### src/rtl/tpu_result_packer.sv
// Converts a stream of Float15 accumulator results into Float8 and packs them
// into a LANES-wide vector, handing the vector off with a valid/ready handshake.
module tpu_result_packer #(
  parameter int LANES = 128
) (
  input  logic               clk,
  input  logic               rst,
  input  logic               in_valid,
  output logic               in_ready,
  input  logic [14:0]        in_data,
  input  logic               in_overflow,
  input  logic               relu_en,
  input  logic [7:0]         vec_len,
  output logic               out_valid,
  input  logic               out_ready,
  output logic [LANES*8-1:0] out_data,
  output logic               sat_flag
);

  // Wide enough for both LANES itself and any 8-bit vec_len compared against it.
  localparam int LEN_W = ($clog2(LANES + 1) > 9) ? $clog2(LANES + 1) : 9;

  typedef enum logic {COLLECT, FULL} state_t;

  state_t           state;
  logic [LEN_W-1:0] idx;
  logic [LEN_W-1:0] len_q;
  logic [LEN_W-1:0] len_req;
  logic [LEN_W-1:0] len_cur;
  logic [LEN_W-1:0] idx_next;
  logic             accept;

  logic [3:0]       mant_sum;
  logic [4:0]       exp_sum;
  logic [7:0]       conv_byte;
  logic             conv_sat;

  assign accept   = in_valid && in_ready;
  assign idx_next = idx + 1'b1;

  always_comb begin
    len_req = LEN_W'(vec_len);
    if (vec_len == 8'd0 || len_req > LEN_W'(LANES)) begin
      len_req = LEN_W'(LANES);
    end
  end

  // The first accept of a vector uses the live vec_len; later ones the latched copy.
  assign len_cur = (idx == '0) ? len_req : len_q;

  // Float15 -> Float8: round half away from zero on mantissa bit 6.
  always_comb begin
    mant_sum  = {1'b0, in_data[9:7]} + {3'b000, in_data[6]};
    exp_sum   = {1'b0, in_data[13:10]} + {4'b0000, mant_sum[3]};
    conv_byte = {in_data[14], exp_sum[3:0], mant_sum[2:0]};
    conv_sat  = 1'b0;
    if (relu_en && in_data[14]) begin
      conv_byte = 8'h00;
    end else if (in_overflow) begin
      conv_byte = {in_data[14], 7'h7F};
      conv_sat  = 1'b1;
    end else if (in_data[13:10] == 4'h0) begin
      conv_byte = 8'h00;
    end else if (exp_sum[4]) begin
      conv_byte = {in_data[14], 7'h7F};
      conv_sat  = 1'b1;
    end
  end

  // NOTE: every register here updates with <= so all of them see the
  // pre-edge values of each other, regardless of statement order.
  always_ff @(posedge clk) begin
    if (rst) begin
      state     <= COLLECT;
      in_ready  <= 1'b1;
      out_valid <= 1'b0;
      idx       <= '0;
      len_q     <= '0;
      out_data  <= '0;
      sat_flag  <= 1'b0;
    end else begin
      case (state)
        COLLECT: begin
          if (accept) begin
            for (int i = 0; i < LANES; i++) begin
              if (idx == LEN_W'(i)) begin
                out_data[8*i +: 8] <= conv_byte;
              end
            end
            sat_flag <= sat_flag | conv_sat;
            if (idx == '0) begin
              len_q <= len_req;
            end
            idx <= idx_next;
            if (idx_next == len_cur) begin
              state     <= FULL;
              in_ready  <= 1'b0;
              out_valid <= 1'b1;
            end
          end
        end
        FULL: begin
          if (out_ready) begin
            state     <= COLLECT;
            in_ready  <= 1'b1;
            out_valid <= 1'b0;
            idx       <= '0;
            out_data  <= '0;
            sat_flag  <= 1'b0;
          end
        end
        default: begin
          state     <= COLLECT;
          in_ready  <= 1'b1;
          out_valid <= 1'b0;
          idx       <= '0;
        end
      endcase
    end
  end

endmodule

### config.mk
export PLATFORM = sky130hd
export DESIGN_NAME = tpu_result_packer
export DESIGN_NICKNAME = d
export VERILOG_FILES = /design/src/rtl/tpu_result_packer.sv
export SDC_FILE = /design/constraint.sdc
export NUM_CORES = 2
export LEC_CHECK = 0
export ABC_AREA = 1
export ABC_CLOCK_PERIOD_IN_PS = 4150
export CORE_AREA = 3 3 408 410
export CTS_CLUSTER_SIZE = 40
export DETAILED_ROUTE_END_ITERATION = 10
export DIE_AREA = 0 0 411 413
export PLACE_DENSITY = 0.53
export SETUP_SLACK_MARGIN = 0.5
export SLEW_MARGIN = 5
export SYNTH_ARGS = -nofsm -noshare
export SYNTH_HDL_FRONTEND = slang
export SYNTH_SLANG_ARGS = --single-unit
### constraint.sdc
create_clock -name clk -period 4.15 [get_ports clk]
set_input_delay 0.83 -clock clk [delete_from_list [all_inputs] [get_ports clk]]
set_output_delay 0.83 -clock clk [all_outputs]
set_load 0.01 [all_outputs]
## Word level (Yosys, flattened, before mapping)

Cells that the tools add are included.
W data, S select, Z words.

- Logic and storage cells: 694
- Bits of input ports: 29
- Output and inout bits: 1027
- Bits in registers: 1046

- Multiplexer cells: 158
- Equal/unequal tests: 259
- Reduce and logical (&&, ||, !) cells: 137
- Bitwise gates (word level): 2
- Add/sub/neg operators: 3
- $lt $le $gt $ge: 1

Operator list:

| cell | number |
|---|---|
| $mux W1024 | 2 |
| $pmux W1024 S2 | 1 |
| $mux W8 | 132 |
| $eq A9 B7 Y1 const B | 64 |
| $reduce_and A3 Y1 | 129 |
| $eq A9 B6 Y1 const B | 32 |
| $ne A2 B2 Y1 const B | 131 |
| $eq A9 B5 Y1 const B | 16 |
| $eq A9 B4 Y1 const B | 8 |
| $eq A9 B3 Y1 const B | 4 |
| $mux W9 | 3 |
| $eq A9 B2 Y1 const B | 2 |
| $pmux W9 S2 | 1 |
| $mux W1 | 14 |
| $add A9 B1 Y9 const B | 1 |
| $eq A9 B1 Y1 const B | 1 |
| $eq A9 B9 Y1 | 1 |
| $logic_not A9 Y1 | 1 |
| $gt A8 B8 Y1 const B | 1 |
| $logic_not A8 Y1 | 1 |
| $pmux W1 S2 | 4 |
| $mux W7 | 1 |
| $add A4 B1 Y5 | 1 |
| $add A3 B1 Y4 | 1 |
| 6 further kinds | 8 |

## Longest topological paths before layout

- Depth after elaboration: 9
- Mapped depth: 16
- Gate-level depth less buffers: 15

## Least setup slack after synthesis

Ideal clock, no wire load.

- Path kind: input to register
- Start: input in_data[6]
- End: register out_data[714]
- Required time: 4015 ps
- Stages: 10
- Path slack: 1356 ps
- Path buffers: 2
- Arrival time: 2660 ps
- Setup time: 135 ps
- Cell sequence: ha_1 -> and3_1 -> ha_1 -> ha_1 -> nand2_1 -> o21ai_0 -> o21ai_0 -> clkbuf_1 -> clkbuf_1 -> a211oi_1

- Cells in the longest elaborated chain, start to end: 9

RTL lines:

| item | RTL line | RTL |
|---|---|---|
| start, declared | 10 | `input logic [14:0] in_data,` |
| $add A3 B1 Y4 * | 53 | `mant_sum = {1'b0, in_data[9:7]} + {3'b000, in_data[6]};` |
| $add A4 B1 Y5 | 54 | `exp_sum = {1'b0, in_data[13:10]} + {4'b0000, mant_sum[3]};` |
| $mux W7 * | 64 | `end else if (exp_sum[4]) begin` |
| $mux W8 * | 62 | `end else if (in_data[13:10] == 4'h0) begin` |
| $mux W8 * | 59 | `end else if (in_overflow) begin` |
| $mux W8 * | 57 | `if (relu_en && in_data[14]) begin` |
| $mux W8 * | 86 | `if (idx == LEN_W'(i)) begin` |
| $mux W1024 * | 84 | `if (accept) begin` |
| $pmux W1024 S2 * | 82 | `case (state)` |
| end signal, assigned by index | 87 | `out_data[8*i +: 8] <= conv_byte;` |
| end, declared | 16 | `output logic [LANES*8-1:0] out_data,` |

Every way passes the cells marked *; elsewhere a longest branch is shown, timed or not. The select of a mux whose other input is x is not followed.
A chain may end at the register's enable or synchronous reset.

## Final worst setup path

- Start: input in_data[6]
- End: register out_data[258]

The elaborated chain is that of the path after synthesis.

==> run_results.csv <==
group,metric,value,unit
status,status,"completed",
floorplan,die_width,411,um
drt,drt-pass1-iter-count,6,
floorplan,die_h,413,um
cells_and_area,final_common_cell,"clkdlybuf4s50_1",
floorplan,start_util,0.222,
sta,rsz0062_at_grt,"false",
sta,totalNegativeSetupSlack,0,ps
worst_setup_path,cp.required,4780,ps
clock_network,clk_latency,750,ps
run,drv_cap,0,
clock_network,cts_sinks,1046,
sta,slew_headroom,0.295,
global_routing,grt_pass1_wl,234000,um
drt,drc,0,
sta,timing.fmax,305,MHz
logic_synthesis,synth.distinct_cells,32,
power_and_ir_drop,fin_total_pwr,23.0,mW
sta,setup_viol,0,
clock_network,holdBufCountCts,0,
sta,hold_viol,0,
worst_setup_path,cp-end-kind,"register",
cells_and_area,drive_gt1_frac,0.0906,
floorplan,rows,148,
clock_network,clk_pin_slew_worst_paths,60,ps
worst_setup_path,worst_setup_path_start_kind,"primary input",
placement,hpwl,119000,um
sta,fin_crit,3280,ps
power_and_ir_drop,seqPwrFrac,0.447,
logic_synthesis,syn-num-nets,4112,
worst_setup_path,critPathSlowestCell,"o21ai_1",
power_and_ir_drop,p_switching,5.78,mW
floorplan,io_pins,1056,
logic_synthesis,synth_area,36100,um2
global_routing,antenna_found_initial,14,
cells_and_area,syn2layout_area_growth,46.6,%
cells_and_area,most-common-layout-cells,"clkdlybuf4s50_1 (1,048), dfxtp_1 (1,046), a21oi_1 (869), o21ai_0 (764), nor2_1 (346)",
drt,ant_nets,0,
sta,post-route-period-util,0.790,
power_and_ir_drop,leakagePower,19.6,nW
power_and_ir_drop,internal_power,17.2,mW
logic_synthesis,ys.warnings.count,0,
power_and_ir_drop,p_sw_frac,0.251,
logic_synthesis,synthCells,4075,
floorplan,core,163000,um2
power_and_ir_drop,ir_drop,0.335,mV
cells_and_area,fin_nets,5003,
sta,worst_pin_slew,1060,ps
worst_setup_path,path_buf_inv,3,
worst_setup_path,cp.arrival,3900,ps
drt,wire_per_inst,23.4,um
clock_network,htreeDepth,3,
min_path,hold_class,"primary input to register",
min_path,hold_start,"rst",
drt,drt-total-wl,170000,um
logic_synthesis,ys_seq_elements,1046,
floorplan,die_area,170000,um2
clock_network,cts_setup_buffers,0,
placement,globalplace.congestion,0.832,
drt,via_per_inst,4.52,
worst_setup_path,worstReg2RegStart,"idx[0]$_SDFFE_PP0P_",
placement,io_buffer_count,1049,
power_and_ir_drop,power.density,435,nW/um2
power_and_ir_drop,clock_power_share,0.474,
logic_synthesis,yosysSeqAreaShare,0.580,
clock_network,cts-resized-gates,0,
min_path,hold_depth,2,
sta,finalHoldWorstSlack,472,ps
worst_setup_path,r2r_cells,10,
worst_setup_path,crit_path_frequent_cell,"ha_1",
worst_setup_path,slowest_delay,810,ps
min_path,min_to,"out_data[712]$_SDFFE_PP0P_",
sta,slew_violations,0,
logic_synthesis,synth_area_per_cell,8.86,um2
worst_setup_path,path_cells,"clkdlybuf4s50_1, ha_1, and3_1, ha_1, ha_1, nand2_1, o21ai_1, o21ai_4, buf_12, buf_12, a211oi_1",
clock_network,cts.path.max_buffers,3,
global_routing,grt_max_degree,151,
clock_network,cts_tree,"yes",
global_routing,grt_use_total,0.189,
sta,skew,65.2,ps
clock_network,cts_root_buf,"clkbuf_16",
worst_setup_path,crit_type,"primary input to register",
clock_network,cts-buffers-inserted,116,
worst_setup_path,r2r-end,"out_data[124]$_SDFFE_PP0P_",
drt,drtIter0Drc,2184,
worst_setup_path,crit_path_max_fanout,33,
power_and_ir_drop,combPwrFrac,0.078,
global_routing,grt_pass1_vias,30700,
worst_setup_path,rrSetupSlack,1200,ps
drt,via_count,32800,
worst_setup_path,cp_top_family,"compound AO/OA/AOI/OAI gates",
global_routing,overflow,0,
per-layer routing:
layer,track usage,up-vias,part of all wire
met5,0,-,0.00016
met4,0.0718,4,0.036
met3,0.0493,253,0.069
met2,0.320,1060,0.48
met1,0.230,15500,0.42
li1,-,16000,-
worst register-to-register path, cell delays in order (launching register included):
cell and delay (ps):
dfxtp_1 470, ha_1 220, inv_1 100, nor2_4 220, inv_2 90, nor2_1 570, buf_4 240, a21oi_1 60
inv_1 610, o21ai_0 190, a21oi_1 140
Yosys cell counts, drive strengths merged:
cell    instances  area [um2]
inv           182         686
a21oi         875        4400
ha              8         100
o21ai         771        3860
and3            1        6.26
a31oi           4        25.0
clkinv          4        15.0
a211oi        274        2060
xor2            3        26.3
nand2         120         460
nand3          22         128
nand4           2        12.5
clkbuf        221         830
o211ai          3        22.5
nor4            1        21.3
buf           161         981
nor2          370        1470
nor3            7        72.6
dfxtp        1046       20900
power by group through the flow:
stage | Clock [mW] | Combinational [mW] | Sequential (mW)
after CTS | 11.2 | 1.84 | 10.3
after global placement | 0 | 1.83 | 10.5
after detailed placement | 0 | 1.83 | 10.5
final | 10.9 | 1.81 | 10.3
after global routing | 11.6 | 1.93 | 10.3
after floorplan | 0 | 0.722 | 10.6
kinds of logic after synthesis:
group	Yosys count	share of synthesized area
buffers and inverters	568	0.0695
and+or+nand+nor	523	0.0601
adders and majority gates	8	0.00277
AOI/OAI and AO/OA	1927	0.287
DFF	1046	0.580
xor gates and xnor gates	3	0.000728
worst max-delay path by stage:
stage	startpoint	end	slack, ps	cells after the start
after floorplan	in_data[6]	out_data[714]$_SDFFE_PP0P_	1360	10
after global placement	in_data[6]	out_data[874]$_SDFFE_PP0P_	210	11
after detailed placement	in_data[6]	out_data[842]$_SDFFE_PP0P_	170	11
after CTS	in_data[6]	out_data[874]$_SDFFE_PP0P_	980	11
after global routing	in_data[6]	out_data[834]$_SDFFE_PP0P_	760	11
final	in_data[6]	out_data[258]$_SDFFE_PP0P_	870	11
state kept, by name, summed over array words and instances (netlist names):
register and cells:
len_q 9, out_valid 1, state 1, sat_flag 1
idx 9, in_ready 1, out_data 1024
layout make-up:
| class | count | area (um2) |
|---|---|---|
| multi-input cells | 2461 | 12800 |
| clock buffers | 164 | 3340 |
| fillers | 16800 | 110000 |
| clock inverters | 53 | 744 |
| well taps | 2175 | 2720 |
| inverters | 186 | 711 |
| diodes | 11 | 27.5 |
| repair buffers | 1155 | 11700 |
| flip-flops and latches | 1046 | 20900 |
per-stage QoR:
step                 util  setup WS [ps]  instance area, um2  instances
global placement    0.300            206               48800       7023
finish              0.325            872               52900       7251
floorplan               -           1360               36100       4075
CTS                 0.325            980               52900       7240
global route        0.325            760               52900       7245
detailed placement  0.300            167               48800       7023
(Power assumes the default switching activity.)
